`src/rtl/dram_row_ctrl_pkg.sv`:
```
// Shared widths, FSM state and operation types for the row-buffer DRAM controller.
package dram_row_ctrl_pkg;

  localparam int ADDRESS_LEN        = 16;
  localparam int WIDTH              = 32;
  localparam int BURST_ACCESS_WIDTH = WIDTH;
  localparam int ROW_WIDTH          = 6;

  typedef enum logic [3:0] {
    ST_IDLE,
    ST_PRECHARGE,
    ST_ACTIVATE,
    ST_CAS_WAIT,
    ST_READ_BURST,
    ST_WRITE_BURST,
    ST_WRITE_RECOVER,
    ST_COMPLETE,
    ST_REFRESH
  } dram_state_t;

  typedef enum logic {OP_RD, OP_WR} dram_op_t;

  function automatic int max5(int a, int b, int c, int d, int e);
    int m;
    m = a;
    if (b > m) m = b;
    if (c > m) m = c;
    if (d > m) m = d;
    if (e > m) m = e;
    return m;
  endfunction

endpackage

```
`src/rtl/dram_timer.sv`:
```
// Loadable down-counter shared by all DRAM timing waits; done while the count is zero.
module dram_timer
  import dram_row_ctrl_pkg::*;
#(
  parameter int W = 4
) (
  input  logic         clk,
  input  logic         rst,
  input  logic         load,
  input  logic [W-1:0] load_val,
  output logic         done
);

  logic [W-1:0] cnt_q, cnt_d;

  always_comb begin
    cnt_d = cnt_q;
    if (load) cnt_d = load_val;
    else if (cnt_q != '0) cnt_d = cnt_q - W'(1);
  end

  always_ff @(posedge clk) begin
    if (!rst) cnt_q <= '0;
    else      cnt_q <= cnt_d;
  end

  assign done = (cnt_q == '0);

endmodule

```
`src/rtl/dram_row_ctrl.sv`:
```
// Open-row DRAM controller with backing store: ACT/CAS/PRE timing, write recovery and
// periodic refresh, serving full-row read/write bursts over a ready/valid/complete handshake.
module dram_row_ctrl
  import dram_row_ctrl_pkg::*;
#(
  parameter int ROWS        = 64,
  parameter int BURST_BEATS = 1,
  parameter int T_RP        = 3,
  parameter int T_RCD       = 3,
  parameter int T_CAS       = 2,
  parameter int T_WR        = 2,
  parameter int T_REFI      = 780,
  parameter int T_RFC       = 10
) (
  input  logic                          clk,
  input  logic                          rst,
  input  logic [ADDRESS_LEN-1:0]        addr,
  input  logic                          read_en,
  input  logic                          write_en,
  input  logic [BURST_ACCESS_WIDTH-1:0] wdata,
  output logic                          dram_ready,
  output logic                          dram_complete,
  output logic [BURST_ACCESS_WIDTH-1:0] rdata,
  output logic                          valid
);

  localparam int RW    = $clog2(ROWS);
  localparam int DEPTH = ROWS * BURST_BEATS;
  localparam int IDXW  = $clog2(DEPTH);
  localparam int BW    = $clog2(BURST_BEATS + 1);
  localparam int TW    = $clog2(max5(T_RP, T_RCD, T_CAS, T_WR, T_RFC) + 1);
  localparam int RCW   = $clog2(T_REFI);

  dram_state_t state_q, state_d;
  dram_op_t    op_q, op_d;
  logic [RW-1:0]   row_q, row_d, open_row_q, open_row_d;
  logic            open_q, open_d, ref_path_q, ref_path_d, pending_q, pending_d;
  logic [BW-1:0]   beat_q, beat_d;
  logic [RCW-1:0]  ref_cnt_q, ref_cnt_d;
  logic [BURST_ACCESS_WIDTH-1:0] rdata_q, rdata_d;
  logic [BURST_ACCESS_WIDTH-1:0] store_q [DEPTH];

  logic            tmr_load, tmr_done, mem_we;
  logic [TW-1:0]   tmr_val;
  logic [IDXW-1:0] base, mem_waddr;
  logic            refresh_wrap, refresh_due, accept;
  logic            unused_addr_hi;

  assign unused_addr_hi = ^addr[ADDRESS_LEN-1:RW];
  assign base           = IDXW'(row_q) * IDXW'(BURST_BEATS);
  assign refresh_wrap   = (ref_cnt_q == RCW'(T_REFI - 1));
  // A refresh that comes due in the same cycle as a request still wins.
  assign refresh_due    = pending_q | refresh_wrap;
  assign dram_ready     = (state_q == ST_IDLE) && !refresh_due;
  assign accept         = dram_ready && (read_en || write_en);
  assign dram_complete  = (state_q == ST_COMPLETE);
  assign valid          = (state_q == ST_READ_BURST) ||
                          ((state_q == ST_WRITE_BURST) && (beat_q != BW'(BURST_BEATS)));
  assign rdata          = rdata_q;

  dram_timer #(.W(TW)) u_timer (
    .clk      (clk),
    .rst      (rst),
    .load     (tmr_load),
    .load_val (tmr_val),
    .done     (tmr_done)
  );

  always_comb begin
    state_d    = state_q;
    op_d       = op_q;
    row_d      = row_q;
    open_d     = open_q;
    open_row_d = open_row_q;
    beat_d     = beat_q;
    ref_path_d = ref_path_q;
    rdata_d    = rdata_q;
    tmr_load   = 1'b0;
    tmr_val    = '0;
    mem_we     = 1'b0;
    mem_waddr  = base + IDXW'(beat_q) - IDXW'(1);
    ref_cnt_d  = refresh_wrap ? '0 : ref_cnt_q + RCW'(1);
    pending_d  = pending_q | refresh_wrap;

    case (state_q)
      ST_IDLE: begin
        if (refresh_due) begin
          ref_path_d = 1'b1;
          tmr_load   = 1'b1;
          if (open_q) begin
            state_d = ST_PRECHARGE;
            tmr_val = TW'(T_RP - 1);
          end else begin
            state_d = ST_REFRESH;
            tmr_val = TW'(T_RFC - 1);
          end
        end else if (accept) begin
          op_d       = read_en ? OP_RD : OP_WR;
          row_d      = addr[RW-1:0];
          ref_path_d = 1'b0;
          tmr_load   = 1'b1;
          if (open_q && (open_row_q == addr[RW-1:0])) begin
            state_d = ST_CAS_WAIT;
            tmr_val = TW'(T_CAS - 1);
          end else if (open_q) begin
            state_d = ST_PRECHARGE;
            tmr_val = TW'(T_RP - 1);
          end else begin
            state_d = ST_ACTIVATE;
            tmr_val = TW'(T_RCD - 1);
          end
        end
      end
      ST_PRECHARGE: if (tmr_done) begin
        open_d   = 1'b0;
        tmr_load = 1'b1;
        if (ref_path_q) begin
          state_d = ST_REFRESH;
          tmr_val = TW'(T_RFC - 1);
        end else begin
          state_d = ST_ACTIVATE;
          tmr_val = TW'(T_RCD - 1);
        end
      end
      ST_ACTIVATE: if (tmr_done) begin
        open_d     = 1'b1;
        open_row_d = row_q;
        state_d    = ST_CAS_WAIT;
        tmr_load   = 1'b1;
        tmr_val    = TW'(T_CAS - 1);
      end
      ST_CAS_WAIT: if (tmr_done) begin
        beat_d = '0;
        if (op_q == OP_RD) begin
          state_d = ST_READ_BURST;
          rdata_d = store_q[base];
        end else begin
          state_d = ST_WRITE_BURST;
        end
      end
      ST_READ_BURST: begin
        if (beat_q == BW'(BURST_BEATS - 1)) begin
          state_d = ST_COMPLETE;
        end else begin
          beat_d  = beat_q + BW'(1);
          rdata_d = store_q[base + IDXW'(beat_q) + IDXW'(1)];
        end
      end
      // Each beat's data arrives the cycle after its valid, so the burst runs one extra cycle.
      ST_WRITE_BURST: begin
        mem_we = (beat_q != '0);
        if (beat_q == BW'(BURST_BEATS)) begin
          state_d  = ST_WRITE_RECOVER;
          tmr_load = 1'b1;
          tmr_val  = TW'(T_WR - 1);
        end else begin
          beat_d = beat_q + BW'(1);
        end
      end
      ST_WRITE_RECOVER: if (tmr_done) state_d = ST_COMPLETE;
      ST_COMPLETE:      state_d = ST_IDLE;
      ST_REFRESH: if (tmr_done) begin
        state_d    = ST_IDLE;
        open_d     = 1'b0;
        ref_path_d = 1'b0;
        pending_d  = refresh_wrap;
      end
      default: state_d = ST_IDLE;
    endcase
  end

  always_ff @(posedge clk) begin
    if (!rst) begin
      state_q    <= ST_IDLE;
      op_q       <= OP_RD;
      row_q      <= '0;
      open_q     <= 1'b0;
      open_row_q <= '0;
      beat_q     <= '0;
      ref_path_q <= 1'b0;
      ref_cnt_q  <= '0;
      pending_q  <= 1'b0;
      rdata_q    <= '0;
    end else begin
      state_q    <= state_d;
      op_q       <= op_d;
      row_q      <= row_d;
      open_q     <= open_d;
      open_row_q <= open_row_d;
      beat_q     <= beat_d;
      ref_path_q <= ref_path_d;
      ref_cnt_q  <= ref_cnt_d;
      pending_q  <= pending_d;
      rdata_q    <= rdata_d;
    end
  end

  // The store survives reset; only a live write beat updates it.
  always_ff @(posedge clk) begin
    if (rst && mem_we) store_q[mem_waddr] <= wdata;
  end

endmodule
```
`config.mk`:
```
export PLATFORM = sky130hd
export DESIGN_NAME = dram_row_ctrl
export DESIGN_NICKNAME = d
export VERILOG_FILES = /design/src/rtl/dram_row_ctrl_pkg.sv /design/src/rtl/dram_timer.sv /design/src/rtl/dram_row_ctrl.sv
export SDC_FILE = /design/constraint.sdc
export NUM_CORES = 2
export LEC_CHECK = 0
export ABC_AREA = 1
export CAP_MARGIN = 10
export CORE_ASPECT_RATIO = 1.75
export CORE_MARGIN = 1.5
export CORE_UTILIZATION = 35
export DETAILED_ROUTE_END_ITERATION = 8
export PLACE_DENSITY = 0.57
export SLEW_MARGIN = 20
export SYNTH_ARGS = -nofsm -noshare
export SYNTH_HDL_FRONTEND = slang
export SYNTH_SLANG_ARGS = --single-unit
```
`constraint.sdc`:
```
create_clock -name clk -period 5.15 [get_ports clk]
set_clock_uncertainty 0.2 [all_clocks]
set_input_delay 0.7725 -clock clk [delete_from_list [all_inputs] [get_ports clk]]
set_output_delay 0.7725 -clock clk [all_outputs]
set_load 0.01 [all_outputs]
```
==> run summary <==
WP data required = 5.51 ns
RSZ-0062 raised after global routing = false
Port Buffers = 76
Outcome = completed
Synth warn = 0
Sequential-to-total area share from yosys stat = 58.4%
CTS tree = yes
Synth Area in XOR/XNOR = 0.104%
Syn Inst Count = 12.2k
Core Area = 307000 sq um
First-pass GRT wire length = 593 mm
Post-DRT Antenna Nets = 0
Leak Pwr = 45.5 nW
Initial antenna violation count = 19
Multiplexer share of the synthesized area = 0%
Worst skew pair latency = 0.93 ns
CP arrival = 4.60 ns
Fin crit share = 82.3%
Cell with the most instances on the worst path = nand2_2
Max Fclk = 236 MHz
Crit path max-delay family = simple AND/OR/NAND/NOR gates
Initial Utilization = 35.2%
Post_cts resized = 0
Crit Path Max Fanout = 8
H-tree levels = 4
Average cell area after synthesis = 8.85 sq um
Cts hold-fix bufs = 0
Post-Synth Simple-Gate Area = 22.4%
Inst Count DP = 15.7k
Worst IR Drop VDD = 0.702 mV
Number of max-cap violations = 0
Synth top cells by count = nand2_1 (2812), edfxtp_1 (2048), nand3_1 (1957)
Root buffer cell = clkbuf_16
DRC = 0
Die area = 312000 sq um
Post-CTS setup buffer count = 0
Netlist Area Pre-Place = 108000 sq um
Tightest Pin Transition = 1.22 ns
GR Overflow Total = 0
CTS Buf Count = 194
R2R depth = 13
IO Count = 87
GPL Wtd Cong = 0.876
Total track usage = 26.0%
Synth Area in Compound Gates = 11.5%
Share of cells above drive strength 1 = 6.24%
Largest net degree at the start of global routing = 208
Final worst path period need = 4.24 ns
Initial DRC count = 11.6k
Headroom to the max-slew limit = 18.9%
Drt total wl = 420 mm
Share of the synthesized area in the top cell type = 57.0%
CP max-delay cell = nor2_4
Vias per cell = 5.63
Worst hold path class = input port to flip-flop
CTS sink cnt = 2121
Die Span X = 423 um
Layout area overhead = 11.4%
Cell taking the most area after synthesis = edfxtp_1
Slowest stage delay, CP = 0.72 ns
Critical path cell sequence = ha_4 > ha_1 > nand2_2 > nand2_2 > nand2_1 > nor2_1 > nand3_1 > xor2_1 > inv_1 > nor2_1 > nand2_2 > nor2_4 > buf_4
Worst-path clk slew = 0.06 ns
Top cells by area, synth = edfxtp_1 (57%), nand2_1 (9.8%), nand3_1 (9.1%)
Crit Path Category = flip-flop to flip-flop
Final-report hold violation count = 0
Via count = 90.7k
Syn_nets = 12.2k
Cell Rows = 269
FFs w/ async S/R, synth = 0%
Crit. End Element = flip-flop
Adder-cell share of the synthesized area = 0.0696%
Post-detail-place hpwl = 236 mm
Number of synthesized flops with an enable pin = 2048
Total negative slack = 0 ns
Ys flop type = edfxtp_1
Final Net Count = 11.9k
Worst hold stages = 1
Vias in the first global route = 84.6k
Startpoint Class = flip-flop
Die Ht = 738 um
Power per cell area = 592 nW/um^2
Unique masters post-synth = 39
Fin. max-slew vios = 0
Final setup fails = 0
Layout Cells excl Fill = 16.1k
Worst path depth = 13
Drt first pass iters = 6
Seq cells post-synth = 2121
Post-DR wirelength/cell = 26.1 um
Most frequent cell after synthesis = nand2_1
CTS Buffer Depth = 4
CP bufs+invs = 2
Largest family of logic cells by synthesized area = simple AND/OR/NAND/NOR gates
where the power goes:
group | switching (W) | total [W] | leakage, nW | internal [W]
Clock | 0.00671 | 0.0150 | 3.08 | 0.00826
Sequential | 0.000411 | 0.0194 | 19.0 | 0.0190
Combinational | 0.0262 | 0.0367 | 23.5 | 0.0106
Total | 0.0333 | 0.0711 | 45.5 | 0.0378
area by class of cell:
cell class	count	area, sq um
diodes	10	25.0
inverters	1056	4030
flip-flops and latches	2121	63000
clock buffers	237	5190
clock inverters	105	1080
multi-input cells	8101	37300
fillers	30200	186000
well taps	4065	5090
repair buffers	405	4410
layer usage:
layer / vias to the layer above / share of wire, % / track usage, %
li1: 41100 / - / -
met1: 43500 / 35 / 29.9
met2: 4795 / 49 / 44.5
met3: 1264 / 8.3 / 3.44
met4: 14 / 7.9 / 18.6
met5: - / 0.023 / 0
cells by family (layout without fill, tap and decap cells):
family / Yosys count / count (layout)
adders and majority gates: 6 / 6
buffers and inverters: 1964 / 1803
and+or+nand+nor: 5755 / 5755
DFF: 2121 / 2121
xor gates and xnor gates: 12 / 12
AOI/OAI and AO/OA: 2328 / 2328
other: 0 / 10
through the flow:
stage	hold WS [ns]	total power, W	setup WS (ns)	utilization [%]	area, sq um
after CTS	0.251	0.0707	1.01	39.1	120000
after floorplan	0.218	0.0438	0.711	-	108000
after global routing	0.0917	0.0749	0.633	39.2	120000
after detailed placement	0.243	0.0559	1.05	37.1	114000
final	0.0928	0.0711	0.911	39.2	120000
after global placement	0.228	0.0558	1.13	37.1	114000
registers in the layout, summed over array words and instances, names as in the netlist, named ones only:
name,count
row_q,6
u_timer.cnt_q,4
pending_q,1
beat_q,1
open_q,1
rdata,32
op_q,1
open_row_q,6
ref_cnt_q,10
state_q,4
store_q,2048
ref_path_q,1
placed cells by master, fill, tap and decap left out, types with 67 or more instances in the layout:
cell,n
a21oi_1,804
buf_12,106
buf_4,229
clkbuf_16,200
dfxtp_1,67
edfxtp_1,2048
inv_1,1033
nand2_1,2808
nand3_1,1957
nor2_1,861
o211ai_1,287
o21ai_0,1059
o21ai_1,171
path summary, 6_finish.rpt:
check               startpoint        endpoint  slack (ns)
setup / recovery        beat_q  store_q[60][2]        0.91
setup reg to reg        beat_q  store_q[60][2]        0.91
hold / removal        wdata[9]  store_q[58][9]        0.09
hold reg to reg   ref_cnt_q[0]    ref_cnt_q[0]        0.26
Note: power is estimated with default switching activity, not from simulation.
